[src/rtl/irq_ctl_pkg.sv]
// Shared types and constants for the N-channel interrupt controller.
package irq_ctl_pkg;

    typedef enum logic [1:0] {
        IDLE = 2'd0,
        REQ  = 2'd1,
        ACK  = 2'd2
    } state_t;

    localparam logic [1:0] WSEL_MASK = 2'b00;
    localparam logic [1:0] WSEL_CLR  = 2'b01;
    localparam logic [1:0] WSEL_EN   = 2'b10;

endpackage

[src/rtl/irq_ctl_if.sv]
// Request lines, ISM handshake and register write port of irq_ctl.
interface irq_ctl_if #(
    parameter int N  = 8,
    parameter int VW = $clog2(N)
);
    logic [N-1:0]  nirqn;
    logic          nirqs;
    logic          we;
    logic [1:0]    wsel;
    logic [N-1:0]  wdata;
    logic [N-1:0]  mask;
    logic [N-1:0]  pending;
    logic          nirq;
    logic [VW-1:0] vector;
    logic          vvalid;

    modport master (
        output nirqn, nirqs, we, wsel, wdata,
        input  mask, pending, nirq, vector, vvalid
    );

    modport slave (
        input  nirqn, nirqs, we, wsel, wdata,
        output mask, pending, nirq, vector, vvalid
    );
endinterface

[src/rtl/irq_prio_enc.sv]
// Fixed-priority encoder: the lowest set index wins.
module irq_prio_enc #(
    parameter int N  = 8,
    parameter int VW = $clog2(N)
) (
    input  logic [N-1:0]  req,
    output logic [VW-1:0] idx,
    output logic          any
);
    always_comb begin
        idx = '0;
        // Scan downwards so the last hit, the lowest index, is kept.
        for (int unsigned i = N; i > 0; i--) begin
            if (req[i-1]) begin
                idx = VW'(i - 1);
            end
        end
        any = |req;
    end
endmodule

[src/rtl/irq_ctl.sv]
// N-channel interrupt controller: sync, level/edge latch, mask, priority,
// nirq/nirqs handshake with the ISM and latched vector.
module irq_ctl
    import irq_ctl_pkg::*;
#(
    parameter int           N    = 8,
    parameter int           VW   = $clog2(N),
    parameter logic [N-1:0] EDGE = '0
) (
    input logic       clk,
    input logic       reset,
    irq_ctl_if.slave  bus
);
    logic [N-1:0]  sync1, sync2, line_prev;
    logic [N-1:0]  pending_q, pending_next, mask_q;
    logic [N-1:0]  req, fall, clr;
    logic          enable_q;
    state_t        state, state_next;
    logic          nirq_q, vvalid_q, ack;
    logic [VW-1:0] vector_q, win_idx;
    logic          win_any;

    always_ff @(posedge clk or posedge reset) begin
        if (reset) begin
            sync1     <= '1;
            sync2     <= '1;
            line_prev <= '1;
        end else begin
            sync1     <= bus.nirqn;
            sync2     <= sync1;
            line_prev <= sync2;
        end
    end

    assign fall = line_prev & ~sync2;
    assign req  = pending_q & ~mask_q;

    irq_prio_enc #(.N(N), .VW(VW)) u_prio (
        .req (req),
        .idx (win_idx),
        .any (win_any)
    );

    always_comb begin
        state_next = state;
        ack        = 1'b0;
        case (state)
            IDLE: if (enable_q && win_any) state_next = REQ;
            REQ: begin
                if (!enable_q || !win_any) begin
                    state_next = IDLE;
                end else if (!bus.nirqs) begin
                    state_next = ACK;
                    ack        = 1'b1;
                end
            end
            ACK: if (bus.nirqs) state_next = IDLE;
            default: state_next = IDLE;
        endcase
    end

    // Edge latches: a new fall overrides any clear in the same cycle.
    always_comb begin
        clr = '0;
        if (bus.we && bus.wsel == WSEL_CLR) clr = bus.wdata;
        if (ack) clr = clr | (N'(1) << win_idx);
        pending_next = (EDGE & ((pending_q & ~clr) | fall)) | (~EDGE & ~sync2);
    end

    always_ff @(posedge clk or posedge reset) begin
        if (reset) begin
            state     <= IDLE;
            pending_q <= '0;
            mask_q    <= '1;
            enable_q  <= 1'b0;
            nirq_q    <= 1'b1;
            vector_q  <= '0;
            vvalid_q  <= 1'b0;
        end else begin
            state     <= state_next;
            pending_q <= pending_next;
            nirq_q    <= (state_next != REQ);
            vvalid_q  <= (state_next == ACK);
            if (ack) vector_q <= win_idx;
            if (bus.we) begin
                case (bus.wsel)
                    WSEL_MASK: mask_q   <= bus.wdata;
                    WSEL_EN:   enable_q <= bus.wdata[0];
                    default:   ;
                endcase
            end
        end
    end

    assign bus.mask    = mask_q;
    assign bus.pending = pending_q;
    assign bus.nirq    = nirq_q;
    assign bus.vector  = vector_q;
    assign bus.vvalid  = vvalid_q;
endmodule
[src/flat_wrapper.sv]
// flat-port wrapper written by rule: the top's interface ports become plain ports
module irq_ctl_flat import irq_ctl_pkg::*;
#(
    parameter int           N    = 8,
    parameter int           VW   = $clog2(N),
    parameter logic [N-1:0] EDGE = '0
)
  (clk, reset, bus_nirqn, bus_nirqs, bus_we, bus_wsel, bus_wdata, bus_mask, bus_pending, bus_nirq, bus_vector, bus_vvalid);
  irq_ctl_if #(.N(N), .VW(VW)) bus_i ();
  input logic clk;
  input logic reset;
  input wire logic [$bits(bus_i.nirqn)-1:0] bus_nirqn;
  input wire logic [$bits(bus_i.nirqs)-1:0] bus_nirqs;
  input wire logic [$bits(bus_i.we)-1:0] bus_we;
  input wire logic [$bits(bus_i.wsel)-1:0] bus_wsel;
  input wire logic [$bits(bus_i.wdata)-1:0] bus_wdata;
  output wire logic [$bits(bus_i.mask)-1:0] bus_mask;
  output wire logic [$bits(bus_i.pending)-1:0] bus_pending;
  output wire logic [$bits(bus_i.nirq)-1:0] bus_nirq;
  output wire logic [$bits(bus_i.vector)-1:0] bus_vector;
  output wire logic [$bits(bus_i.vvalid)-1:0] bus_vvalid;
  assign bus_i.nirqn = bus_nirqn;
  assign bus_i.nirqs = bus_nirqs;
  assign bus_i.we = bus_we;
  assign bus_i.wsel = bus_wsel;
  assign bus_i.wdata = bus_wdata;
  assign bus_mask = bus_i.mask;
  assign bus_pending = bus_i.pending;
  assign bus_nirq = bus_i.nirq;
  assign bus_vector = bus_i.vector;
  assign bus_vvalid = bus_i.vvalid;
  irq_ctl #(.N(N), .VW(VW), .EDGE(EDGE)) u_core (.clk(clk), .reset(reset), .bus(bus_i));
endmodule
[config.mk]
export PLATFORM = sky130hd
export DESIGN_NAME = irq_ctl_flat
export DESIGN_NICKNAME = d
export VERILOG_FILES = /design/src/rtl/irq_ctl_pkg.sv /design/src/rtl/irq_ctl_if.sv /design/src/rtl/irq_prio_enc.sv /design/src/rtl/irq_ctl.sv /design/src/flat_wrapper.sv
export SDC_FILE = /design/constraint.sdc
export NUM_CORES = 1
export LEC_CHECK = 0
export ABC_AREA = 1
export CAP_MARGIN = 20
export CORE_AREA = 3 3 50 70
export DETAILED_ROUTE_END_ITERATION = 7
export DIE_AREA = 0 0 53 73
export HOLD_SLACK_MARGIN = 0.1
export PLACE_DENSITY = 0.84
export RECOVER_POWER = 50
export SETUP_SLACK_MARGIN = 0.05
export SLEW_MARGIN = 20
export SYNTH_ARGS = -nofsm -noshare
export SYNTH_HDL_FRONTEND = slang
export SYNTH_SLANG_ARGS = --single-unit
export TNS_END_PERCENT = 30
[constraint.sdc]
create_clock -name clk -period 2 [get_ports clk]
set_clock_uncertainty 0.1 [all_clocks]
set_input_delay 0.4 -clock clk [delete_from_list [all_inputs] [get_ports clk]]
set_output_delay 0.4 -clock clk [all_outputs]
set_load 0.005 [all_outputs]
==> results of run 1 <==
cells in the final DEF (no fill, tap or decap), types with 2 or more instances in the layout:
master / netlist / layout
nand2_1: 20 / 20
inv_1: 21 / 21
nor2_1: 10 / 10
dfstp_2: 25 / 25
nand2_2: 8 / 8
clkbuf_8: 0 / 6
nor2_2: 3 / 3
o31ai_1: 2 / 2
inv_2: 2 / 2
dlygate4sd3_1: 0 / 9
a21oi_1: 8 / 8
dfrtp_1: 15 / 15
o21ai_0: 3 / 3
clkdlybuf4s50_1: 0 / 33
o21ai_1: 2 / 2
stage by stage:
stage                     std cells   util  worst slack, ps  power (mW)  cell area, µm²
final                           211  0.683              154        1.87            1980
after global routing            211  0.683              119        1.96            1980
after CTS                       211  0.684              141        1.90            1990
after detailed placement        203  0.651              293        1.35            1890
after global placement          203  0.651              357        1.33            1890
after floorplan                 124      -              624        1.13            1430
layer usage:
layer	global-route usage	routed length (µm)	up-vias	share of wire
li1	-	-	474	-
met1	0.167	944	488	0.35
met2	0.278	1560	34	0.57
met4	0.0767	52	0	0.019
met5	0	0	-	0
met3	0.0552	165	7	0.061
cell type report:
type / instances / share of cell area
Multi-Input combinational cell: 60 / 0.151
Clock inverter: 1 / 0.00378
Timing Repair Buffer: 43 / 0.214
Clock buffer: 7 / 0.0435
Sequential cell: 40 / 0.520
Inverter: 23 / 0.0435
Tap cell: 37 / 0.0233
logic make-up (layout without fill, tap and decap cells):
family,count (synthesis),count (layout),synth area share
flops,40,40,0.724
simple gates,44,44,0.149
compound gates,16,16,0.0614
buf+inv,24,74,0.0658
worst paths after layout:
| path | cells after the start | to | start | slack (ps) |
|---|---|---|---|---|
| max in group asynchronous | 3 | u_core.bus.pending[1] | reset | 520 |
| setup / recovery | 1 | bus_mask[0] | u_core.bus.mask[0] | 150 |
| hold reg to reg | 0 | u_core.sync2[0] | u_core.sync1[0] | 260 |
| setup reg to reg | 9 | u_core.bus.vector[0] | u_core.bus.mask[2] | 580 |
| min in group asynchronous | 3 | u_core.bus.pending[3] | reset | 720 |
| hold / removal | 0 | u_core.sync2[0] | u_core.sync1[0] | 260 |
power breakdown:
group / leakage, nW / switching (mW) / internal, mW
registers: 0.449 / 0.0543 / 0.933
clock network: 0.0445 / 0.259 / 0.280
logic: 0.436 / 0.147 / 0.193
total: 0.930 / 0.460 / 1.41
worst register-to-register path, delay by kind of cell (launching register included):
kind                   cells  cell delay [ps]
buffers and inverters      1               50
flip-flops                 1              550
AND/OR/NAND/NOR            8              620
cells in the mapped netlist, drive strengths merged:
library cell  instances
nand2                28
dfstp                25
inv                  23
dfrtp                15
nor2                 13
a21oi                 8
o21ai                 5
o31ai                 2
buf                   1
nand3                 1
nand3b                1
nand4                 1
o21bai                1
flip-flops by register name, indices dropped and copies added, names as in the netlist:
register,flops
u_core.bus.mask,8
u_core.bus.pending,8
u_core.sync1,8
u_core.sync2,8
u_core.bus.vector,3
u_core.state,2
u_core.bus.nirq,1
u_core.bus.vvalid,1
u_core.enable_q,1
==> impl_metrics.toml, run 1 <==
[logic_synthesis]
yosysSeqAreaShare = 0.724
synthCells = 124
synth_fp_nets = 146
ys_top_cells_by_area = "dfstp_2, dfrtp_1, inv_1"
synth_area_um2 = 1430
synth_top_cell_by_area = "dfstp_2"
yosysTopAreaCellShare = 0.461
postSynthAreaPerCell_um2 = 11.5
yosysUniqueCellTypes = 17
synth-seq-cells = 40
yosys_warnings = 0

[clocking]
clk_pin_slew_ps = 70
cts_tree = "done"
cts_setup_buffers = 0
ctsResizeCount = 0
clk_latency_ps = 290
cts_htree_levels = 2
clockRootBuffer = "clkbuf_8"
postCtsHoldBufs = 0
cts_made_buffers = 5
clock-sinks = 40
clk_path_buf_depth = 2

[critical_path]
crit_path_max_fanout = 3
cp-end-kind = "output pin"
critPathMaxStageDelay_ps = 550
cp_top_family = "flip-flops"
cp.buffers_inverters = 1
cp_cell_sequence = "clkdlybuf4s50_1"
cp.arrival_ps = 1350
crit_required_ps = 1500
cp_slowest_cell = "dfstp_2"
critPathKind = "flip-flop to output pin"
cp-start-kind = "flip-flop"

[die]
placementRows = 23
die_w_um = 53
start_util = 0.491
io_pins = 43
die_y_um = 73
core_um2 = 2910
dieArea_um2 = 3870

[power_and_ir_drop]
leakage_nw = 0.930
peakVddDrop_uv = 607
p_per_area_nw_per_um2 = 941

[timing]
finalHoldViolCount = 0
post-route-min-period_ps = 1850
whs_ps = 256
rsz0062_at_grt = "false"
final.setup.tns_ps = 0
drv_slew = 0
max_freq_mhz = 542
finalSetupViolations = 0
tightest_slew_ps = 909
fin_crit_sh = 0.923
slew-limit-headroom = 0.394

[detailed_routing]
ant_nets = 0
vias_per_cell = 4.75
vias = 1003
drtIter0Drc = 23
wl_per_cell_um = 12.9
wirelength_mm = 2.73
drcViolationCount = 0
first_pass_iters = 4

[global_routing]
grt.total_usage = 0.160
grt_pass1_vias = 1017
antenna_found_initial = 0
grt_max_degree = 41
overflow = 0
grt_pass1_wl_mm = 4.31

[flow_run]
cap_violations = 0

[finish]
antennaDiodeCount = 0
area_growth_pct = 39.1
multi_input_area_um2 = 300
fillers = 224
nNetsFinal = 195
regArea_um2 = 1030
layout-drive-gt1-share = 0.270

[min_path]
min_path_type = "flip-flop to flip-flop"

[place]
dp_hpwl_mm = 2.06
io_buffer_count = 42
place_congestion = 0.811

[status]
status = "finished, final reports clean"
(Power assumes the default switching activity.)
==> run 2: changes to the inputs <==
--- a/config.mk
+++ b/config.mk
@@ -13,8 +13,8 @@
 export HOLD_SLACK_MARGIN = 0.1
 export PLACE_DENSITY = 0.84
 export RECOVER_POWER = 50
+export REMOVE_ABC_BUFFERS = 1
 export SETUP_SLACK_MARGIN = 0.05
-export SLEW_MARGIN = 20
 export SYNTH_ARGS = -nofsm -noshare
 export SYNTH_HDL_FRONTEND = slang
 export SYNTH_SLANG_ARGS = --single-unit
==> run 2 against run 1 <==
- via count decreased by 3.0%
- cell count unchanged
- routed wire length decreased by 7.3%
- setup slack improved by 11 ps
- critical endpoint is now bus_mask[7]
- highest routed layer unchanged
==> impl_metrics.toml, run 2 (synthesized netlist as in run 1, its figures left out) <==
[clocking]
cts_tree = "done"
clock-sinks = 40
clk_pin_slew_ps = 70
postCtsHoldBufs = 0
clockRootBuffer = "clkbuf_8"
clk_latency_ps = 290
ctsResizeCount = 0
cts_setup_buffers = 0
cts_htree_levels = 2
cts_made_buffers = 5
clk_path_buf_depth = 2

[power_and_ir_drop]
finalPower_mw = 1.84
intPower_mw = 1.41
p_clk_frac = 0.283
combPwrFrac = 0.183
p_per_area_nw_per_um2 = 931
seqPwrFrac = 0.533
peakVddDrop_uv = 737
leakage_nw = 0.931
switchingPower_uw = 437
swShare = 0.237

[timing]
fin_crit_sh = 0.917
final.setup.tns_ps = 0
drv_slew = 0
tightest_slew_ps = 910
max_freq_mhz = 545
slew-limit-headroom = 0.393
finalSetupViolations = 0
rsz0062_at_grt = "false"
post-route-min-period_ps = 1830
finalHoldViolCount = 0

[critical_path]
cp.arrival_ps = 1330
cp-end-kind = "output pin"
cp.depth = 1
reg2reg_depth = 9
critPathMaxStageDelay_ps = 550
crit_required_ps = 1500
cp-start-kind = "flip-flop"
cp_cell_sequence = "clkdlybuf4s50_1"
cp.buffers_inverters = 1
cp_top_family = "flip-flops"
crit_path_max_fanout = 3
critPathKind = "flip-flop to output pin"
cp_slowest_cell = "dfstp_2"
r2r_slack_ps = 550

[finish]
nNetsFinal = 195
fillers = 220
area_growth_pct = 38.9
antennaDiodeCount = 0
layout_common_cells = "clkdlybuf4s50_1, dfstp_2, inv_1"
fin_area_um2 = 1980
utilization = 0.681
layout-drive-gt1-share = 0.264
final_common_cell = "clkdlybuf4s50_1"

[detailed_routing]
drcViolationCount = 0
ant_nets = 0
vias = 973
wirelength_mm = 2.53
drtIter0Drc = 11
vias_per_cell = 4.61
first_pass_iters = 4
wl_per_cell_um = 12.0

[status]
status = "finished, final reports clean"

[place]
place_congestion = 0.788
dp_hpwl_mm = 1.89
io_buffer_count = 42
place_area_um2 = 1890

[die]
dieArea_um2 = 3870
die_y_um = 73
io_pins = 43
placementRows = 23
start_util = 0.491
core_um2 = 2910
die_w_um = 53

[global_routing]
grt.total_usage = 0.158
antenna_found_initial = 0
grt_max_degree = 41
overflow = 0
grt_pass1_wl_mm = 4.23
grt_pass1_vias = 962

[min_path]
hold_depth = 0
min_path_type = "flip-flop to flip-flop"

[flow_run]
cap_violations = 0
-- run 2: changes by cell type in the layout (fill, tap and decap cells not counted) --
| cell | delta |
|---|---|
| clkinvlp_4 | -1 |
| clkbuf_1 | +1 |
-- run 2: through the flow --
step / hold slack [ps] / worst slack [ps] / cells
after floorplan: 245 / 624 / 123
after global placement: 246 / 362 / 203
after detailed placement: 247 / 330 / 203
after CTS: 257 / 149 / 211
after global routing: 261 / 116 / 211
final: 255 / 165 / 211
-- run 2: final timing paths --
path | end | from
hold / removal | u_core.sync2[4] | u_core.sync1[4]
setup / recovery | bus_mask[7] | u_core.bus.mask[7]
setup reg to reg | u_core.bus.vector[0] | u_core.bus.mask[4]
max in group asynchronous | u_core.bus.pending[5] | reset
min in group asynchronous | u_core.bus.pending[0] | reset
hold reg to reg | u_core.sync2[4] | u_core.sync1[4]
-- run 2: cell type report --
cell class	count	area, µm²	share of cell area
Sequential cell	40	1030	0.521
Timing Repair Buffer	43	425	0.215
Multi-Input combinational cell	60	300	0.152
Clock buffer	8	90.1	0.0455
Inverter	23	86.3	0.0436
Tap cell	37	46.3	0.0234
-- run 2: power by group through the flow --
stage               sequential (mW)  combinational, mW  clock (mW)
global placement              0.991              0.335           0
floorplan                     0.996              0.137           0
detailed placement            0.996              0.345           0
CTS                           0.985              0.349       0.548
finish                        0.983              0.338       0.522
global route                  0.995              0.375       0.588
-- run 2: metal layers --
metal	GRT usage	share of wire
met3	0.0695	0.085
met5	0	0
met4	0.0938	0.032
met1	0.170	0.34
met2	0.251	0.54
==> run 3: changes to the inputs <==
--- a/config.mk
+++ b/config.mk
@@ -7,15 +7,16 @@
 export LEC_CHECK = 0
 export ABC_AREA = 1
 export CAP_MARGIN = 20
-export CORE_AREA = 3 3 50 70
+export CORE_AREA = 3 3 51 71
 export DETAILED_ROUTE_END_ITERATION = 7
-export DIE_AREA = 0 0 53 73
+export DIE_AREA = 0 0 54 74
 export HOLD_SLACK_MARGIN = 0.1
-export PLACE_DENSITY = 0.84
+export PLACE_DENSITY = 0.83
 export RECOVER_POWER = 50
 export REMOVE_ABC_BUFFERS = 1
 export SETUP_SLACK_MARGIN = 0.05
 export SYNTH_ARGS = -nofsm -noshare
 export SYNTH_HDL_FRONTEND = slang
+export SYNTH_HIERARCHICAL = 1
 export SYNTH_SLANG_ARGS = --single-unit
 export TNS_END_PERCENT = 30
==> run 3 against run 2 <==
- setup slack got worse by 36 ps
- register-to-register slack got worse by 170 ps
- cell count rose by 7.1%
- critical path type unchanged
- fmax is 1.9% lower
- critical path depth stayed put
- via count grew 9.7%
- critical endpoint is now bus_mask[3]
- total power is 0.42% lower
- largest cell class unchanged
- largest power group unchanged
==> impl_metrics.toml, run 3 <==
[min_path]
hold_depth = 0
whs_endpoint = "u_core/sync2[2]"
worstHoldStart = "u_core/sync1[2]"
min_path_type = "flip-flop to flip-flop"

[finish]
area_growth_pct = 37.6
layout_common_cells = "clkdlybuf4s50_1, nand2_1, inv_1"
finalNonFillerCells = 226
layout-drive-gt1-share = 0.225
antennaDiodeCount = 0
nNetsFinal = 208
final_common_cell = "clkdlybuf4s50_1"

[global_routing]
grt_max_degree = 41
grt_pass1_vias = 1136
overflow = 0
antenna_found_initial = 0
grt_pass1_wl_mm = 4.77
grt.total_usage = 0.173

[place]
place_ws_ps = 366
place_congestion = 0.870
dp_hpwl_mm = 2.23
dp_cells = 218
io_buffer_count = 42

[clocking]
cts_htree_levels = 2
cts_tree = "done"
ctsResizeCount = 0
cts_made_buffers = 5
clk_latency_ps = 290
postCtsHoldBufs = 0
clock-sinks = 40
clk_pin_slew_ps = 80
clockRootBuffer = "clkbuf_8"
clk_path_buf_depth = 2
cts_setup_buffers = 0

[flow_run]
cap_violations = 0

[power_and_ir_drop]
peakVddDrop_uv = 682
leakage_nw = 0.992
p_per_area_nw_per_um2 = 905

[detailed_routing]
wirelength_mm = 2.94
first_pass_iters = 4
vias = 1067
vias_per_cell = 4.72
drtIter0Drc = 29
wl_per_cell_um = 13.0
drcViolationCount = 0
ant_nets = 0

[logic_synthesis]
yosysMostFrequentCell = "nand2_1"
synthFlopType = "dfstp_2"
synthCells = 137
ys_top_cells_by_area = "dfstp_2, dfrtp_1, nand2_1"
yosysSeqAreaShare = 0.700
synthArstFlopShare = 1.00
synth_top_cell_by_area = "dfstp_2"
synth-seq-cells = 40
yosys-top-cells-count = "nand2_1, inv_1, dfstp_2, dfrtp_1, nand3_1"
yosys_warnings = 6
yosysUniqueCellTypes = 20
synth_area_um2 = 1470
postSynthAreaPerCell_um2 = 10.8
yosysTopAreaCellShare = 0.446
synth_edf_count = 0

[die]
start_util = 0.477
core_um2 = 3090
dieArea_um2 = 4000
die_w_um = 54
die_y_um = 74
placementRows = 24
io_pins = 43

[timing]
drv_slew = 0
final.setup.tns_ps = 0
rsz0062_at_grt = "false"
fin_crit_sh = 0.935
max_freq_mhz = 535
tightest_slew_ps = 925
post-route-min-period_ps = 1870
slew-limit-headroom = 0.383
finalHoldViolCount = 0
finalSetupViolations = 0
timing.final.ws_setup_ps = 130

[critical_path]
reg2reg_depth = 9
cp_slowest_cell = "dfstp_2"
cp_top_family = "flip-flops"
cp_cell_sequence = "clkdlybuf4s50_1"
critPathKind = "flip-flop to output pin"
cp-start-kind = "flip-flop"
regToRegEndpoint = "u_core/bus.vector[1]"
cp.arrival_ps = 1370
cp-end-kind = "output pin"
critPathMaxStageDelay_ps = 560
crit_path_max_fanout = 3
r2r_slack_ps = 380
cp.buffers_inverters = 1
crit_required_ps = 1500
r2r-start = "u_core/bus.mask[6]"

[status]
status = "finished, final reports clean"
[run 3: layout make-up]
cell class	count	area, µm²
multi-input cells	68	329
fillers	239	1060
well taps	39	48.8
inverters	28	105
clock buffers	5	68.8
flip-flops and latches	40	1030
clock inverters	3	18.8
repair buffers	43	425
[run 3: routing by layer]
layer | vias up | GRT usage | wire [µm]
met5 | - | 0 | 0
met4 | 0 | 0.0886 | 85
met3 | 7 | 0.0822 | 162
met2 | 32 | 0.298 | 1740
met1 | 523 | 0.167 | 947
li1 | 505 | - | -
[run 3: through the flow]
| stage | hold slack, ps | power (mW) | util | instance area (µm²) |
|---|---|---|---|---|
| floorplan | 245 | 1.13 | - | 1470 |
| finish | 257 | 1.84 | 0.656 | 2030 |
| CTS | 259 | 1.87 | 0.657 | 2030 |
| global route | 262 | 1.95 | 0.656 | 2030 |
| detailed placement | 248 | 1.35 | 0.628 | 1940 |
| global placement | 246 | 1.32 | 0.628 | 1940 |
[run 3: worst max-delay path by stage]
stage	end	cells after the start	slack, ps	startpoint
finish	bus_mask[3]	1	130	u_core/bus.mask[3]
global route	bus_mask[3]	1	90	u_core/bus.mask[3]
CTS	bus_mask[3]	1	110	u_core/bus.mask[3]
detailed placement	u_core/enable_q	4	370	bus_we
global placement	u_core/enable_q	4	430	bus_we
floorplan	u_core/bus.vvalid	8	520	u_core/bus.mask[6]
[run 3: cells by family after synthesis]
group,synth area share
and+or+nand+nor,0.206
DFF,0.700
buffers and inverters,0.0764
AOI/OAI and AO/OA,0.0170
[run 3: report_power, final]
group	internal, mW	switching, mW
sequential	0.932	0.0522
combinational	0.189	0.151
clock	0.242	0.269
total	1.36	0.472
